File: src/rtl/tlb_op_ctrl_pkg.sv
// Shared types for the TLB maintenance sequencer: op codes, controller states
// and the physical-translation field bundle carried by TLBELO0/1.
package tlb_op_ctrl_pkg;

    localparam int         TLBNUM     = 16;
    localparam int         TLBNUMSIZE = 4;
    localparam logic [5:0] ECODE_TLBR = 6'h3F;

    typedef struct packed {
        logic [19:0] ppn;
        logic [1:0]  plv;
        logic [1:0]  mat;
        logic        d;
        logic        v;
    } PhytranItem;

    typedef enum logic [2:0] {
        TLBOP_SRCH = 3'd0,
        TLBOP_RD   = 3'd1,
        TLBOP_WR   = 3'd2,
        TLBOP_FILL = 3'd3,
        TLBOP_INV  = 3'd4
    } TlbOp;

    typedef enum logic [2:0] {
        ST_IDLE  = 3'd0,
        ST_SRCH  = 3'd1,
        ST_RD    = 3'd2,
        ST_WB    = 3'd3,
        ST_WRITE = 3'd4,
        ST_INV   = 3'd5
    } TlbCtrlState;

endpackage

File: src/rtl/tlb_op_ctrl_fill_ptr.sv
// Round-robin victim pointer for TLBFILL; advances once per fill write and
// wraps from the last entry back to entry 0.
module tlb_fill_ptr #(
    parameter int TLBNUM     = tlb_op_ctrl_pkg::TLBNUM,
    parameter int TLBNUMSIZE = tlb_op_ctrl_pkg::TLBNUMSIZE
) (
    input  logic                  clk,
    input  logic                  reset,
    input  logic                  inc,
    output logic [TLBNUMSIZE-1:0] ptr
);

    localparam logic [TLBNUMSIZE-1:0] LAST_IDX = TLBNUMSIZE'(TLBNUM - 1);

    logic [TLBNUMSIZE-1:0] ptr_r;

    // Pointer register with explicit wrap so non-power-of-two sizes also work
    always_ff @(posedge clk) begin
        if (!reset) begin
            ptr_r <= '0;
        end else if (inc) begin
            ptr_r <= (ptr_r == LAST_IDX) ? '0 : ptr_r + TLBNUMSIZE'(1);
        end else begin
            ptr_r <= ptr_r;
        end
    end

    assign ptr = ptr_r;

endmodule

File: src/rtl/tlb_op_ctrl.sv
// Sequences TLBSRCH/TLBRD/TLBWR/TLBFILL/INVTLB from MEM onto the TLB search-1,
// read, write and flush ports and returns results as CSR write strobes.
module tlb_op_ctrl
    import tlb_op_ctrl_pkg::*;
#(
    parameter int TLBNUM     = tlb_op_ctrl_pkg::TLBNUM,
    parameter int TLBNUMSIZE = tlb_op_ctrl_pkg::TLBNUMSIZE
) (
    input  logic                  clk,
    input  logic                  reset,
    input  logic                  op_valid,
    output logic                  op_ready,
    input  logic [2:0]            op_code,
    input  logic [2:0]            inv_op,
    input  logic [9:0]            inv_asid,
    input  logic [18:0]           inv_va,
    input  logic [9:0]            csr_asid,
    input  logic [18:0]           csr_ehi_vppn,
    input  logic [TLBNUMSIZE-1:0] csr_idx,
    input  logic [5:0]            csr_ps,
    input  logic                  csr_ne,
    input  PhytranItem            csr_elo0,
    input  PhytranItem            csr_elo1,
    input  logic                  csr_g0,
    input  logic                  csr_g1,
    input  logic                  csr_refill,
    output logic                  s1_req,
    output logic [18:0]           s1_vppn,
    output logic [9:0]            s1_asid,
    input  logic [TLBNUMSIZE-1:0] s1_index,
    input  logic                  s1_ne,
    output logic [TLBNUMSIZE-1:0] r_index,
    input  logic [5:0]            r_ps,
    input  logic [9:0]            r_asid,
    input  logic                  r_ne,
    input  logic                  r_g,
    input  logic [18:0]           r_vppn,
    input  PhytranItem            r_phytran0,
    input  PhytranItem            r_phytran1,
    output logic                  we,
    output logic [TLBNUMSIZE-1:0] w_index,
    output logic [5:0]            w_ps,
    output logic                  w_ne,
    output logic [9:0]            w_asid,
    output logic [18:0]           w_vppn,
    output logic                  w_g,
    output PhytranItem            w_phytran0,
    output PhytranItem            w_phytran1,
    output logic                  fe,
    output logic [2:0]            f_op,
    output logic [9:0]            f_asid,
    output logic [18:0]           f_va,
    output logic                  srch_we,
    output logic [TLBNUMSIZE-1:0] srch_idx,
    output logic                  srch_ne,
    output logic                  rd_we,
    output logic [5:0]            rd_ps,
    output logic [9:0]            rd_asid,
    output logic                  rd_ne,
    output logic                  rd_g,
    output logic [18:0]           rd_vppn,
    output PhytranItem            rd_phytran0,
    output PhytranItem            rd_phytran1,
    output logic                  done
);

    TlbCtrlState state_r, state_s;

    logic accept_s, latch_s, ill_s, cap_srch_s, cap_rd_s, fill_inc_s;
    logic s1_req_s, srch_we_s, rd_we_s, we_s, fe_s, done_s;
    logic ill_done_r;

    TlbOp                  op_r;
    logic [2:0]            inv_op_r;
    logic [9:0]            inv_asid_r, asid_r;
    logic [18:0]           inv_va_r, vppn_r;
    logic [TLBNUMSIZE-1:0] idx_r, fill_ptr_s, srch_idx_r;
    logic [5:0]            ps_r, rd_ps_r;
    logic                  ne_r, g0_r, g1_r, refill_r, srch_ne_r;
    PhytranItem            elo0_r, elo1_r, rd_p0_r, rd_p1_r;
    logic [9:0]            rd_asid_r;
    logic                  rd_ne_r, rd_g_r;
    logic [18:0]           rd_vppn_r;

    // State register
    always_ff @(posedge clk) begin
        if (!reset) begin
            state_r <= ST_IDLE;
        end else begin
            state_r <= state_s;
        end
    end

    // Next-state and strobe decode
    always_comb begin
        state_s    = state_r;
        accept_s   = 1'b0;
        ill_s      = 1'b0;
        cap_srch_s = 1'b0;
        cap_rd_s   = 1'b0;
        fill_inc_s = 1'b0;
        s1_req_s   = 1'b0;
        srch_we_s  = 1'b0;
        rd_we_s    = 1'b0;
        we_s       = 1'b0;
        fe_s       = 1'b0;
        done_s     = 1'b0;
        case (state_r)
            ST_IDLE: begin
                if (op_valid) begin
                    accept_s = 1'b1;
                    case (TlbOp'(op_code))
                        TLBOP_SRCH: state_s = ST_SRCH;
                        TLBOP_RD:   state_s = ST_RD;
                        TLBOP_WR:   state_s = ST_WRITE;
                        TLBOP_FILL: state_s = ST_WRITE;
                        TLBOP_INV:  state_s = ST_INV;
                        default: begin
                            ill_s   = 1'b1;
                            state_s = ST_IDLE;
                        end
                    endcase
                end else begin
                    state_s = ST_IDLE;
                end
            end
            ST_SRCH: begin
                s1_req_s   = 1'b1;
                cap_srch_s = 1'b1;
                state_s    = ST_WB;
            end
            ST_RD: begin
                cap_rd_s = 1'b1;
                state_s  = ST_WB;
            end
            ST_WB: begin
                done_s = 1'b1;
                if (op_r == TLBOP_SRCH) begin
                    srch_we_s = 1'b1;
                end else begin
                    rd_we_s = 1'b1;
                end
                state_s = ST_IDLE;
            end
            ST_WRITE: begin
                we_s       = 1'b1;
                done_s     = 1'b1;
                fill_inc_s = (op_r == TLBOP_FILL);
                state_s    = ST_IDLE;
            end
            ST_INV: begin
                fe_s    = 1'b1;
                done_s  = 1'b1;
                state_s = ST_IDLE;
            end
            default: begin
                state_s = ST_IDLE;
            end
        endcase
    end

    // Illegal ops leave the op registers untouched so no TLB-facing field moves
    assign latch_s = accept_s & ~ill_s;

    // Op and CSR snapshot taken on the accepting edge
    always_ff @(posedge clk) begin
        if (!reset) begin
            op_r       <= TLBOP_SRCH;
            inv_op_r   <= 3'd0;
            inv_asid_r <= 10'd0;
            inv_va_r   <= 19'd0;
            asid_r     <= 10'd0;
            vppn_r     <= 19'd0;
            idx_r      <= '0;
            ps_r       <= 6'd0;
            ne_r       <= 1'b0;
            elo0_r     <= '0;
            elo1_r     <= '0;
            g0_r       <= 1'b0;
            g1_r       <= 1'b0;
            refill_r   <= 1'b0;
        end else if (latch_s) begin
            op_r       <= TlbOp'(op_code);
            inv_op_r   <= inv_op;
            inv_asid_r <= inv_asid;
            inv_va_r   <= inv_va;
            asid_r     <= csr_asid;
            vppn_r     <= csr_ehi_vppn;
            idx_r      <= csr_idx;
            ps_r       <= csr_ps;
            ne_r       <= csr_ne;
            elo0_r     <= csr_elo0;
            elo1_r     <= csr_elo1;
            g0_r       <= csr_g0;
            g1_r       <= csr_g1;
            refill_r   <= csr_refill;
        end
    end

    // Search/read result capture and the illegal-op done pulse
    always_ff @(posedge clk) begin
        if (!reset) begin
            ill_done_r <= 1'b0;
            srch_idx_r <= '0;
            srch_ne_r  <= 1'b0;
            rd_ps_r    <= 6'd0;
            rd_asid_r  <= 10'd0;
            rd_ne_r    <= 1'b0;
            rd_g_r     <= 1'b0;
            rd_vppn_r  <= 19'd0;
            rd_p0_r    <= '0;
            rd_p1_r    <= '0;
        end else begin
            ill_done_r <= ill_s;
            if (cap_srch_s) begin
                srch_idx_r <= s1_index;
                srch_ne_r  <= s1_ne;
            end
            if (cap_rd_s) begin
                rd_ps_r   <= r_ps;
                rd_asid_r <= r_asid;
                rd_ne_r   <= r_ne;
                rd_g_r    <= r_g;
                rd_vppn_r <= r_vppn;
                rd_p0_r   <= r_phytran0;
                rd_p1_r   <= r_phytran1;
            end
        end
    end

    tlb_fill_ptr #(
        .TLBNUM     (TLBNUM),
        .TLBNUMSIZE (TLBNUMSIZE)
    ) u_fill_ptr (
        .clk   (clk),
        .reset (reset),
        .inc   (fill_inc_s),
        .ptr   (fill_ptr_s)
    );

    assign op_ready = (state_r == ST_IDLE);
    assign s1_req   = s1_req_s;
    assign srch_we  = srch_we_s;
    assign rd_we    = rd_we_s;
    assign we       = we_s;
    assign fe       = fe_s;
    assign done     = done_s | ill_done_r;

    assign s1_vppn = vppn_r;
    assign s1_asid = asid_r;
    assign r_index = idx_r;

    // A refill handler always installs a valid entry regardless of TLBIDX.NE
    assign w_index    = (op_r == TLBOP_FILL) ? fill_ptr_s : idx_r;
    assign w_ne       = refill_r ? 1'b0 : ne_r;
    assign w_g        = g0_r & g1_r;
    assign w_asid     = asid_r;
    assign w_vppn     = vppn_r;
    assign w_ps       = ps_r;
    assign w_phytran0 = elo0_r;
    assign w_phytran1 = elo1_r;

    assign f_op   = inv_op_r;
    assign f_asid = inv_asid_r;
    assign f_va   = inv_va_r;

    assign srch_idx    = srch_idx_r;
    assign srch_ne     = srch_ne_r;
    assign rd_ps       = rd_ps_r;
    assign rd_asid     = rd_asid_r;
    assign rd_ne       = rd_ne_r;
    assign rd_g        = rd_g_r;
    assign rd_vppn     = rd_vppn_r;
    assign rd_phytran0 = rd_p0_r;
    assign rd_phytran1 = rd_p1_r;

endmodule

File: config.mk
export PLATFORM = sky130hd
export DESIGN_NAME = tlb_op_ctrl
export DESIGN_NICKNAME = d
export VERILOG_FILES = /design/src/rtl/tlb_op_ctrl_pkg.sv /design/src/rtl/tlb_op_ctrl_fill_ptr.sv /design/src/rtl/tlb_op_ctrl.sv
export SDC_FILE = /design/constraint.sdc
export NUM_CORES = 1
export LEC_CHECK = 0
export ABC_AREA = 1
export CAP_MARGIN = 10
export CORE_AREA = 2 2 188 190
export DETAILED_ROUTE_END_ITERATION = 10
export DIE_AREA = 0 0 190 192
export GPL_ROUTABILITY_DRIVEN = 0
export GPL_TIMING_DRIVEN = 0
export PLACE_DENSITY = 0.6
export SYNTH_ARGS = -nofsm -noshare
export SYNTH_HDL_FRONTEND = slang
export SYNTH_HIERARCHICAL = 1
export SYNTH_SLANG_ARGS = --single-unit
File: constraint.sdc
create_clock -name clk -period 1.6 [get_ports clk]
set_input_delay 0.48 -clock clk [delete_from_list [all_inputs] [get_ports clk]]
set_output_delay 0.48 -clock clk [all_outputs]
set_load 0.02 [all_outputs]
== After elaboration in Yosys (flattened, before gate mapping) ==
Index checks and enable logic that the tools add are counted.
Storage, ports and cells
  output and inout port bits: 259
  input bits: 227
  register bits after elaboration: 232
  word-level logic and storage cells: 86
Cells by class
  equal/unequal tests: 11
  $add $sub $neg: 1
  bitwise gates (word level): 4
  multiplexer cells: 21
  reduce and logical (&&, ||, !) cells: 7
Operator list (count)
  1-bit 2-to-1 mux: 16
  3-bit by 2-bit equality test with 1-bit output (second input constant): 5
  3-bit case mux with 4 select lines: 1
  3-bit equality test (second input constant): 3
  3-bit logical NOT: 3
  4-bit 2-to-1 mux: 2
  3-bit by 1-bit equality test with 1-bit output (second input constant): 2
  3-bit case mux with 2 select lines: 1
  5-bit OR reduction: 1
  4-bit by 1-bit adder with 4-bit output (second input constant): 1
  4-bit equality test (second input constant): 1
  2-bit OR reduction: 2
  3-bit 2-to-1 mux: 1
  3-bit OR reduction: 1
  1-bit AND: 2
  1-bit inverter: 1
  1-bit bitwise OR: 1

== Depth between registers and ports, before layout ==
  depth after elaboration: 7
  gate-level depth with buffers: 9
  gate-level depth less buffers: 9

== Cells and area by module ==
The synthesis kept the hierarchy.
Modules (own cells, without submodules)
  tlb_op_ctrl: area an instance 8538.2 sq um, instances 1, cells an instance 1072, seq. area each 4564.4 sq um
  tlb_fill_ptr: area an instance 191.4 sq um, instances 1, cells an instance 28, seq. area each 80.1 sq um

== Least setup slack after synthesis ==
No wires, ideal clock.
  kind: register to output
  start: register state_r[0]
  end: output srch_we
  arrival: 1340 ps
  stages on the path, launching flop included: 4
  setup slack: -220 ps
  path buffers: 1
  required time: 1120 ps
  path through: dfxtp_1 -> inv_2 -> clkbuf_1 -> nor4_1
Between the ends
  longest elaborated chain between the ends: 2
Ends and longest elaborated chain
  start: declaration: line tlb_op_ctrl.sv:67  | TlbCtrlState state_r, state_s;
  start signal: assignment: line tlb_op_ctrl.sv:90  | state_r <= state_s;
  3-bit by 2-bit equality test with 1-bit output: line tlb_op_ctrl.sv:108  | case (state_r)
  1-bit 2-to-1 mux: line tlb_op_ctrl.sv:108
  end: declaration: line tlb_op_ctrl.sv:53  | output logic srch_we,
No other way between the ends.

== Final worst setup path ==
  start: register op_r[2]
  end: output w_index[0]
Between the ends
  longest elaborated chain between the ends: 2
Ends and longest elaborated chain
  start: declaration: line tlb_op_ctrl.sv:73  | TlbOp op_r;
  start signal: assignment: line tlb_op_ctrl.sv:183  | op_r <= TlbOp'(op_code);
  3-bit by 2-bit equality test with 1-bit output: line tlb_op_ctrl.sv:254  | assign w_index = (op_r == TLBOP_FILL) ? fill_ptr_s : idx_r;
  4-bit 2-to-1 mux: line tlb_op_ctrl.sv:254
  end: declaration: line tlb_op_ctrl.sv:41  | output logic [TLBNUMSIZE-1:0] w_index,
No other way between the ends.

==> results.json <==
{
  "status": "finished with violations",
  "violations": "negative setup slack",
  "grt_pass1_wl_um": 55710,
  "start_util_pct": 25.46,
  "synthFlopType": "dfxtp_1",
  "worstSetupStartpointType": "register",
  "syn-instance-count": 1100,
  "powerDensity_nw_per_um2": 1244,
  "crit_buf_inv": 2,
  "final_hold_viol_count": 0,
  "fin_ws_ps": -425.9,
  "firstDrtPassIters": 5,
  "critPathRequiredTime_ps": 1120,
  "die_w_um": 190,
  "ant_nets": 0,
  "synth.avg_cell_area_um2": 7.936,
  "dieArea_um2": 36480,
  "postLayoutCellArea_um2": 15940,
  "place_area_um2": 14170,
  "layout-drive-gt1-share_pct": 38.78,
  "worst_pin_slew_ps": 747.5,
  "nets": 1892,
  "clkSinkCount": 232,
  "multi_input_area_um2": 4036,
  "via_per_inst": 4.633,
  "setup-violations-final": 141,
  "slew_headroom_pct": 50.17,
  "hp-class": "primary input to register",
  "path_class": "register to output pin",
  "synthArstFlopShare_pct": 0,
  "worst_ep_arrival_time_ps": 1550,
  "regArea_um2": 4726,
  "route.detailed.drc": 0,
  "core_um2": 34290,
  "cts_hold_buf": 0,
  "routed_wl_um": 39340,
  "io_pins": 486,
  "synth_edf_count": 0,
  "netlist-cell-type-count": 24,
  "clock_latency_ps": 530,
  "clkTransAtPathRegs_ps": 60,
  "cts.htree.levels": 1,
  "skew_ps": 5.884,
  "path_cells": "inv_2, nand3_4, mux2_4, buf_6",
  "hpwl_um": 28400,
  "detail_route.wl_per_cell_um": 18.39,
  "cp_max_fo": 5,
  "synth_seq_cells": 232,
  "cts_root_buf": "clkbuf_16",
  "fin_crit_sh_pct": 126.6,
  "ys_seq_area_share_pct": 53.20,
  "cpPeakStageDelay_ps": 350,
  "dr_total_vias": 9911,
  "grt_pass1_vias": 9507,
  "fin_crit_ps": 2026,
  "syn_nets": 1328,
  "grt.overflow.total": 0,
  "area_growth_syn_to_layout_pct": 82.56,
  "leakage_nw": 6.758,
  "grt_max_degree": 20,
  "slowest_stage": "mux2_4",
  "peakVddDrop_v": 0.0007861,
  "holdWs_ps": 319.3,
  "die_y_um": 192,
  "drv_slew": 0,
  "diodes": 0,
  "numCtsBuffers": 27,
  "rsz0062_at_grt": "yes",
  "critPathTopFamily": "multiplexers",
  "grt_antenna_before_repair": 1,
  "port-buffer-count": 485,
  "max_cap_viol_count": 0,
  "cts_tree": "built",
  "grt_usage_pct": 19.41,
  "critPathCaptureType": "output pin",
  "final.fill_count": 3380,
  "num_rows": 68,
  "synth_area_um2": 8730,
  "clock.fmax_mhz": 493.6,
  "yosys_warnings": 6,
  "drt_iter0_markers": 377,
  "cts.path.max_buffers": 3
}
cells by family after synthesis:
family          count (synthesis)  share of synthesized area [%]
buf+inv                       138                          8.012
mux                             4                         0.5159
fa+ha+maj                       1                         0.1433
flops                         232                          53.20
simple gates                  493                          24.82
compound gates                232                          13.30
what timing repair did:
| item | in CTS | in global routing |
|---|---|---|
| setup endpoints to repair | 477 | 247 |
| setup buffers | 24 | 35 |
| gates cloned | 0 | 15 |
| resized for setup | 1279 | 291 |
| pin swaps | 8 | 110 |
worst register-to-register path, stage by stage, from the launching register on:
cell and delay (ps):
dfxtp_4 390, nor2_4 200, buf_6 140, nand3_4 100
nor2_4 160, buf_6 120, buf_12 130, buf_12 110
buf_8 110, o21ai_2 60, nor2_2 150
layout make-up:
class                   instances  area share (%)
repair buffers                555           30.05
flip-flops and latches        232           29.65
multi-input cells             730           25.33
clock buffers                  38           4.938
plain buffers                 103           4.876
well taps                     455           3.572
clock inverters                11           1.131
inverters                      15          0.4475
where the power goes:
group | leakage, nW | switching (mW) | internal [mW]
Clock | 0.482 | 2.52 | 4.21
Combinational | 4.36 | 3.36 | 2.77
Sequential | 1.92 | 0.477 | 6.48
state kept, by name (all words and copies together), names as in the netlist, 3 cells and up:
signal	cells
u_fill_ptr/ptr	4
rd_vppn	19
rd_ps	6
w_phytran1	26
srch_idx	4
f_asid	10
state_r	3
f_va	19
r_index	4
s1_vppn	19
f_op	3
rd_phytran0	26
rd_phytran1	26
w_ps	6
s1_asid	10
op_r	3
w_phytran0	26
rd_asid	10
final timing paths:
check	cells past startpoint	start	slack, ps	end
setup / recovery	4	op_r[2]	-430	w_index[0]
hold / removal	3	op_code[2]	320	state_r[2]
setup reg to reg	10	state_r[2]	-140	f_asid[7]
hold reg to reg	2	rd_asid[2]	460	rd_asid[2]
through the flow:
step	util [%]	instances	setup TNS, ps	setup slack, ps	power, mW
after floorplan	-	1100	0	84.38	9.557
after global placement	41.32	2040	-205920	-1175	12.34
after detailed placement	41.32	2040	-208140	-1208	12.38
after CTS	42.60	2106	-3936	-427.7	18.99
after global routing	46.48	2139	-23150	-483.2	20.68
final	46.48	2139	-14540	-425.9	19.82
placed cells by master, fill, tap and decap left out, types with 10 or more instances in the layout:
master / count
clkdlybuf4s50_1: 223
buf_2: 218
dfxtp_1: 187
nor2_1: 147
nor3_1: 108
nand2_1: 103
o21ai_2: 93
a21oi_1: 93
nand3_1: 90
buf_6: 68
buf_4: 57
clkbuf_16: 41
dfxtp_2: 35
o21ai_1: 33
clkbuf_1: 22
clkbuf_2: 20
nor3_2: 19
buf_8: 16
dfxtp_4: 10
layer usage:
metal / routed length [um] / global-route usage (%)
met5: 0 / 0
met4: 1556 / 7.275
met3: 2763 / 4.495
met2: 19090 / 33.63
met1: 15920 / 23.36
synth_stat cells (3+ instances only):
cell | number | share of area, %
nand3_1 | 92 | 5.3
mux2_2 | 4 | 0.52
buf_1 | 10 | 0.43
o21ai_1 | 100 | 5.7
nand2_1 | 109 | 4.7
a21oi_1 | 95 | 5.4
buf_2 | 22 | 1.3
buf_4 | 39 | 3.4
nor2_2 | 3 | 0.22
nor3_1 | 129 | 7.4
o21ai_0 | 37 | 2.1
dfxtp_1 | 232 | 53
clkbuf_1 | 51 | 2.2
nor2_1 | 153 | 6.6
inv_1 | 12 | 0.52
Note: power is estimated with default switching activity, not from simulation.
